==> src/rtl/proj2d_sequencer.sv <==
// Sequential pinhole projection of a 3D source position onto 2D pixel coordinates.
// Both quotients share one restoring divider. Define PROJ2D_CLAMP_EN to clamp the scaled products to the image size.
module proj2d_sequencer #(
  parameter logic [15:0] FX     = 16'd185,
  parameter logic [15:0] FY     = 16'd185,
  parameter logic [15:0] CX     = 16'd105,
  parameter logic [15:0] CY     = 16'd77,
  parameter logic [15:0] RATE   = 16'd19,
  parameter logic [15:0] WIDTH  = 16'd4000,
  parameter logic [15:0] HEIGHT = 16'd2900
) (
  input  logic        clk,
  input  logic        rst_n,
  input  logic        in_valid,
  output logic        in_ready,
  input  logic [15:0] x,
  input  logic [15:0] y,
  input  logic [15:0] z,
  input  logic [1:0]  quadrant,
  output logic        out_valid,
  input  logic        out_ready,
  output logic [15:0] x_2d,
  output logic [15:0] y_2d,
  output logic        out_err,
  output logic        busy
);

  localparam logic [2:0] S_IDLE  = 3'd0;
  localparam logic [2:0] S_CALC  = 3'd1;
  localparam logic [2:0] S_DIV_X = 3'd2;
  localparam logic [2:0] S_DIV_Y = 3'd3;
  localparam logic [2:0] S_POST  = 3'd4;
  localparam logic [2:0] S_DONE  = 3'd5;
  localparam logic [4:0] LAST_ITER = 5'd24;

  logic [2:0]  state_q, state_d;
  logic [15:0] x_q, x_d, y_q, y_d, z_q, z_d;
  logic [1:0]  quad_q, quad_d;
  logic [25:0] num_y_q, num_y_d;
  logic [24:0] div_q, div_d;
  logic [15:0] rem_q, rem_d;
  logic [4:0]  cnt_q, cnt_d;
  logic [24:0] qx_q, qx_d, qy_q, qy_d;
  logic        err_q, err_d;
  logic [15:0] xo_q, xo_d, yo_q, yo_d;
  logic        oerr_q, oerr_d, ovalid_q, ovalid_d;

  logic [25:0] num_x_s, num_y_s;
  logic [16:0] shifted_s;
  logic        ge_s;
  logic [15:0] rem_step_s;
  logic [24:0] div_step_s;
  logic [15:0] tx_s, ty_s, x_mir_s, y_mir_s;
`ifdef PROJ2D_CLAMP_EN
  logic [29:0] tx_full_s, ty_full_s;
`endif

  assign num_x_s = ({10'd0, FX} * {10'd0, x_q}) + ({10'd0, CX} * {10'd0, z_q});
  assign num_y_s = ({10'd0, FY} * {10'd0, y_q}) + ({10'd0, CY} * {10'd0, z_q});

  // One restoring-division step; the remainder stays below z, so 16 bits suffice.
  always_comb begin
    shifted_s  = {rem_q, div_q[24]};
    ge_s       = (shifted_s >= {1'b0, z_q});
    rem_step_s = ge_s ? (shifted_s[15:0] - z_q) : shifted_s[15:0];
    div_step_s = {div_q[23:0], ge_s};
  end

  // Pixel scaling and per-quadrant mirroring of the two quotients.
  always_comb begin
`ifdef PROJ2D_CLAMP_EN
    tx_full_s = {5'd0, qx_q} * {14'd0, RATE};
    ty_full_s = {5'd0, qy_q} * {14'd0, RATE};
    tx_s = (tx_full_s > {14'd0, WIDTH})  ? WIDTH  : tx_full_s[15:0];
    ty_s = (ty_full_s > {14'd0, HEIGHT}) ? HEIGHT : ty_full_s[15:0];
`else
    tx_s = 16'({5'd0, qx_q} * {14'd0, RATE});
    ty_s = 16'({5'd0, qy_q} * {14'd0, RATE});
`endif
    x_mir_s = (quad_q[0] == quad_q[1]) ? tx_s : (WIDTH - tx_s);
    y_mir_s = quad_q[1] ? ty_s : (HEIGHT - ty_s);
  end

  // Sequencer next-state and datapath load decisions.
  always_comb begin
    state_d  = state_q;
    x_d      = x_q;
    y_d      = y_q;
    z_d      = z_q;
    quad_d   = quad_q;
    num_y_d  = num_y_q;
    div_d    = div_q;
    rem_d    = rem_q;
    cnt_d    = cnt_q;
    qx_d     = qx_q;
    qy_d     = qy_q;
    err_d    = err_q;
    xo_d     = xo_q;
    yo_d     = yo_q;
    oerr_d   = oerr_q;
    ovalid_d = ovalid_q;
    case (state_q)
      S_IDLE: begin
        if (in_valid) begin
          x_d     = x;
          y_d     = y;
          z_d     = z;
          quad_d  = quadrant;
          state_d = S_CALC;
        end else begin
          state_d = S_IDLE;
        end
      end
      S_CALC: begin
        num_y_d = num_y_s;
        div_d   = num_x_s[24:0];
        rem_d   = {15'd0, num_x_s[25]};
        cnt_d   = 5'd0;
        if (z_q == 16'd0) begin
          qx_d    = 25'd0;
          qy_d    = 25'd0;
          err_d   = 1'b1;
          state_d = S_POST;
        end else begin
          err_d   = 1'b0;
          state_d = S_DIV_X;
        end
      end
      S_DIV_X: begin
        div_d = div_step_s;
        rem_d = rem_step_s;
        cnt_d = cnt_q + 5'd1;
        // Last x step hands the shared divider straight over to num_y.
        if (cnt_q == LAST_ITER) begin
          qx_d    = div_step_s;
          div_d   = num_y_q[24:0];
          rem_d   = {15'd0, num_y_q[25]};
          cnt_d   = 5'd0;
          state_d = S_DIV_Y;
        end else begin
          state_d = S_DIV_X;
        end
      end
      S_DIV_Y: begin
        div_d = div_step_s;
        rem_d = rem_step_s;
        cnt_d = cnt_q + 5'd1;
        if (cnt_q == LAST_ITER) begin
          qy_d    = div_step_s;
          cnt_d   = 5'd0;
          state_d = S_POST;
        end else begin
          state_d = S_DIV_Y;
        end
      end
      S_POST: begin
        xo_d     = x_mir_s;
        yo_d     = y_mir_s;
        oerr_d   = err_q;
        ovalid_d = 1'b1;
        state_d  = S_DONE;
      end
      S_DONE: begin
        if (out_ready) begin
          ovalid_d = 1'b0;
          state_d  = S_IDLE;
        end else begin
          state_d  = S_DONE;
        end
      end
      default: begin
        ovalid_d = 1'b0;
        state_d  = S_IDLE;
      end
    endcase
  end

  // State and datapath registers.
  always_ff @(posedge clk or negedge rst_n) begin
    if (!rst_n) begin
      state_q  <= S_IDLE;
      x_q      <= 16'd0;
      y_q      <= 16'd0;
      z_q      <= 16'd0;
      quad_q   <= 2'd0;
      num_y_q  <= 26'd0;
      div_q    <= 25'd0;
      rem_q    <= 16'd0;
      cnt_q    <= 5'd0;
      qx_q     <= 25'd0;
      qy_q     <= 25'd0;
      err_q    <= 1'b0;
      xo_q     <= 16'd0;
      yo_q     <= 16'd0;
      oerr_q   <= 1'b0;
      ovalid_q <= 1'b0;
    end else begin
      state_q  <= state_d;
      x_q      <= x_d;
      y_q      <= y_d;
      z_q      <= z_d;
      quad_q   <= quad_d;
      num_y_q  <= num_y_d;
      div_q    <= div_d;
      rem_q    <= rem_d;
      cnt_q    <= cnt_d;
      qx_q     <= qx_d;
      qy_q     <= qy_d;
      err_q    <= err_d;
      xo_q     <= xo_d;
      yo_q     <= yo_d;
      oerr_q   <= oerr_d;
      ovalid_q <= ovalid_d;
    end
  end

  assign in_ready  = (state_q == S_IDLE);
  assign busy      = (state_q != S_IDLE);
  assign out_valid = ovalid_q;
  assign x_2d      = xo_q;
  assign y_2d      = yo_q;
  assign out_err   = oerr_q;

endmodule

==> config.mk <==
export PLATFORM = sky130hd
export DESIGN_NAME = proj2d_sequencer
export DESIGN_NICKNAME = d
export VERILOG_FILES = /design/src/rtl/proj2d_sequencer.sv
export SDC_FILE = /design/constraint.sdc
export NUM_CORES = 1
export LEC_CHECK = 0
export ABC_AREA = 1
export CORE_ASPECT_RATIO = 1.25
export CORE_MARGIN = 3
export CORE_UTILIZATION = 57
export DETAILED_ROUTE_END_ITERATION = 12
export PLACE_DENSITY = 0.88
export SETUP_SLACK_MARGIN = 0.5
export SLEW_MARGIN = 0
export SYNTH_ARGS = -nofsm -noshare
export SYNTH_HDL_FRONTEND = slang
export SYNTH_SLANG_ARGS = --single-unit
==> constraint.sdc <==
create_clock -name clk -period 4.7 [get_ports clk]
set_clock_uncertainty 0.2 [all_clocks]
set_input_delay 0.47 -clock clk [delete_from_list [all_inputs] [get_ports clk]]
set_output_delay 0.47 -clock clk [all_outputs]
set_load 0.005 [all_outputs]
==> out/results.tsv <==
metric	value	unit
cp_common_cell	fa_1	
synth_cell_types	51	
clock_path_buffers	2	
fp.coreArea	0.0364	sq mm
drc	0	
wl_met3	5300	um
slew_headroom	35.7	%
status	finished with violations	
port_buffers	89	
cts_buffers	17	
die_h	221	um
wl	74300	um
cts.clk_slew.worst_paths	0.09	ns
grt_pass1_vias	20800	
cts.sinks	191	
ant_nets	0	
nets	3435	
crit_chain	inv_2, fa_1, fa_1, inv_2, fa_1, fa_1, fa_1, ha_4, ha_4, nand2_4, nor2_4, nand4_1, o21ai_2, buf_4, a21oi_1, o21ai_1, buf_4, a21oi_2	
min_path_type	reg2reg	
synth.largest_area_cell	dfrtp_1	
synth_ff_type	dfrtp_1	
synth_fp_nets	3039	
clock_latency	0.51	ns
crit_arrival	5.52	ns
synth-seq-cells	191	
slew_violations	0	
worstSetupStartpointType	flip-flop	
drt-initial-drc-count	1409	
setup_viol	35	
dieArea	0.0394	sq mm
synthTopCellsByCount	472 x inv_1, 425 x nand2_1, 303 x ha_1	
critPathMaxStageDelay	0.69	ns
synthTopCellsByArea	dfrtp_1 23%, fa_1 20%, ha_1 18%	
rows	78	
placedInstanceArea	0.0252	sq mm
end_kind	flip-flop	
grt_setup_unrepaired	true	
hold_viol	0	
wl_met1	24600	um
top_layer	met5	
gp_congestion	0.965	
crit_type	reg2reg	
vias	19700	
firstDrtPassIters	6	
antenna_found_initial	1	
period_needed	5.34	ns
timing.fmax	187	MHz
path_max_fanout	4	
grt_pass1_wl	110000	um
syn_inst	2466	
syn_area	0.0211	sq mm
dieWidth	178	um
route.met2.wl	35900	um
boundaryPins	90	
dp_hpwl	51600	um
grt_max_degree	99	
h-tree-depth	4	
finalCritPeriodShare	114	%
avgSynthCellArea	8.55	sq um
grt-ovfl-total	0	
grt_use_total	36.6	%
cts_tree	yes	
yosys.area.top_type_share	22.7	%
drive_gt1_share	25.5	%
n_antenna_cell	0	
ys_seq_area_share	22.7	%
synth_most_common_cell	inv_1	
area_delta_synth_final	30.9	%
ys_async_sr_fraction	100	%
worst_slew_pin_slew	0.964	ns
timing.critical_path.buf_inv	4	
route.detailed.wl_per_inst	22.2	um
cp_slowest_cell	fa_1	
stdcell_area	0.0276	sq mm
fin_ws	-0.638	ns
crit_required	4.88	ns
yosys_warnings	0	
root_buffer	clkbuf_16	
violations	setup timing	
vias_per_cell	5.87	
synth_edf_count	0	
start_util	58.0	%
finalSetupTns	-11.43	ns
crit_family	adder cells	
drv_cap	0	
[path summary, 6_finish.rpt]
check | start | to | slack, ns | cells past startpoint
min in group asynchronous | rst_n | cnt_q[3] | 0.43 | 2
setup / recovery | x_q[10] | div_q[16] | -0.64 | 18
max in group asynchronous | rst_n | qy_q[9] | 2.87 | 3
setup reg to reg | x_q[10] | div_q[16] | -0.64 | 18
hold / removal | num_y_q[0] | num_y_q[0] | 0.28 | 2
hold reg to reg | num_y_q[0] | num_y_q[0] | 0.28 | 2
[cell type report]
type	count	area (sq um)
Timing Repair Buffer	422	3570
Inverter	481	1820
Tap cell	480	601
Sequential cell	191	4800
Clock buffer	17	425
Clock inverter	15	220
Multi-Input combinational cell	1749	16200
Fill cell	2272	8780
[placed cells by master, fill, tap and decap left out, drive strengths merged, types with 3 or more instances in the layout]
cell type and n:
a21boi 6, a21o 20, a21oi 145, a221oi 23
a22oi 7, a31oi 6, buf 332, clkbuf 18
clkdlybuf4s50 88, clkinv 6, dfrtp 191, fa 216
ha 303, inv 490, mux2 3, nand2 430
nand3 124, nand3b 12, nand4 26, nor2 163
nor3 18, o21a 4, o21ai 113, o21bai 4
o22ai 35, or2 9, xnor2 33, xor2 41
[registers in the layout (all words and copies together) (netlist names)]
name / cells
qy_q: 16
quad_q: 2
err_q: 1
num_y_q: 25
out_valid: 1
y_2d: 16
z_q: 16
qx_q: 16
out_err: 1
y_q: 16
state_q: 3
x_q: 16
div_q: 25
cnt_q: 5
x_2d: 16
rem_q: 16
[per-layer routing]
| metal | global-route usage (%) | vias up |
|---|---|---|
| li1 | - | 8706 |
| met1 | 37.6 | 9451 |
| met2 | 63.1 | 1061 |
| met3 | 7.74 | 480 |
| met4 | 30.1 | 2 |
| met5 | 0 | - |
[worst register-to-register path, cell delays in order, from the launching register on]
cell and delay [ns]:
dfrtp_1 0.39, inv_2 0.09, fa_1 0.52, fa_1 0.55, inv_2 0.06, fa_1 0.51
fa_1 0.69, fa_1 0.53, ha_4 0.26, ha_4 0.31, nand2_4 0.08, nor2_4 0.10
nand4_1 0.12, o21ai_2 0.24, buf_4 0.17, a21oi_1 0.06, o21ai_1 0.13, buf_4 0.17
a21oi_2 0.05
[timing repair]
| action | in CTS | in global routing |
|---|---|---|
| hold buffers | 1 | 0 |
| endpoints found under the hold margin | 97 | 0 |
| pin swaps | 100 | 83 |
| setup endpoints to repair | 40 | 40 |
| buffers inserted | 44 | 26 |
| resized for setup | 190 | 109 |
[cell families (layout without fill, tap and decap cells)]
kind of cell | count (synthesis) | in the layout | synth area share (%)
mux | 3 | 3 | 0.160
simple gates | 785 | 785 | 15.9
xor+xnor | 74 | 74 | 3.07
compound gates | 368 | 368 | 10.1
buf+inv | 526 | 935 | 9.63
flops | 191 | 191 | 22.7
fa+ha+maj | 519 | 519 | 38.5
[per-stage QoR]
step                      hold WS (ns)  instances  worst slack (ns)  util, %
final                            0.277       3355            -0.638     75.9
after global routing             0.318       3355            -0.667     75.9
after floorplan                -0.0256       2466          0.000260        -
after global placement           0.258       3252            -0.231     69.2
after detailed placement         0.258       3252            -0.310     69.2
after CTS                        0.280       3329            -0.235     74.1
Power is not shown: default switching activity piles up to over one toggle a cycle in this logic, so the estimate is an artifact.
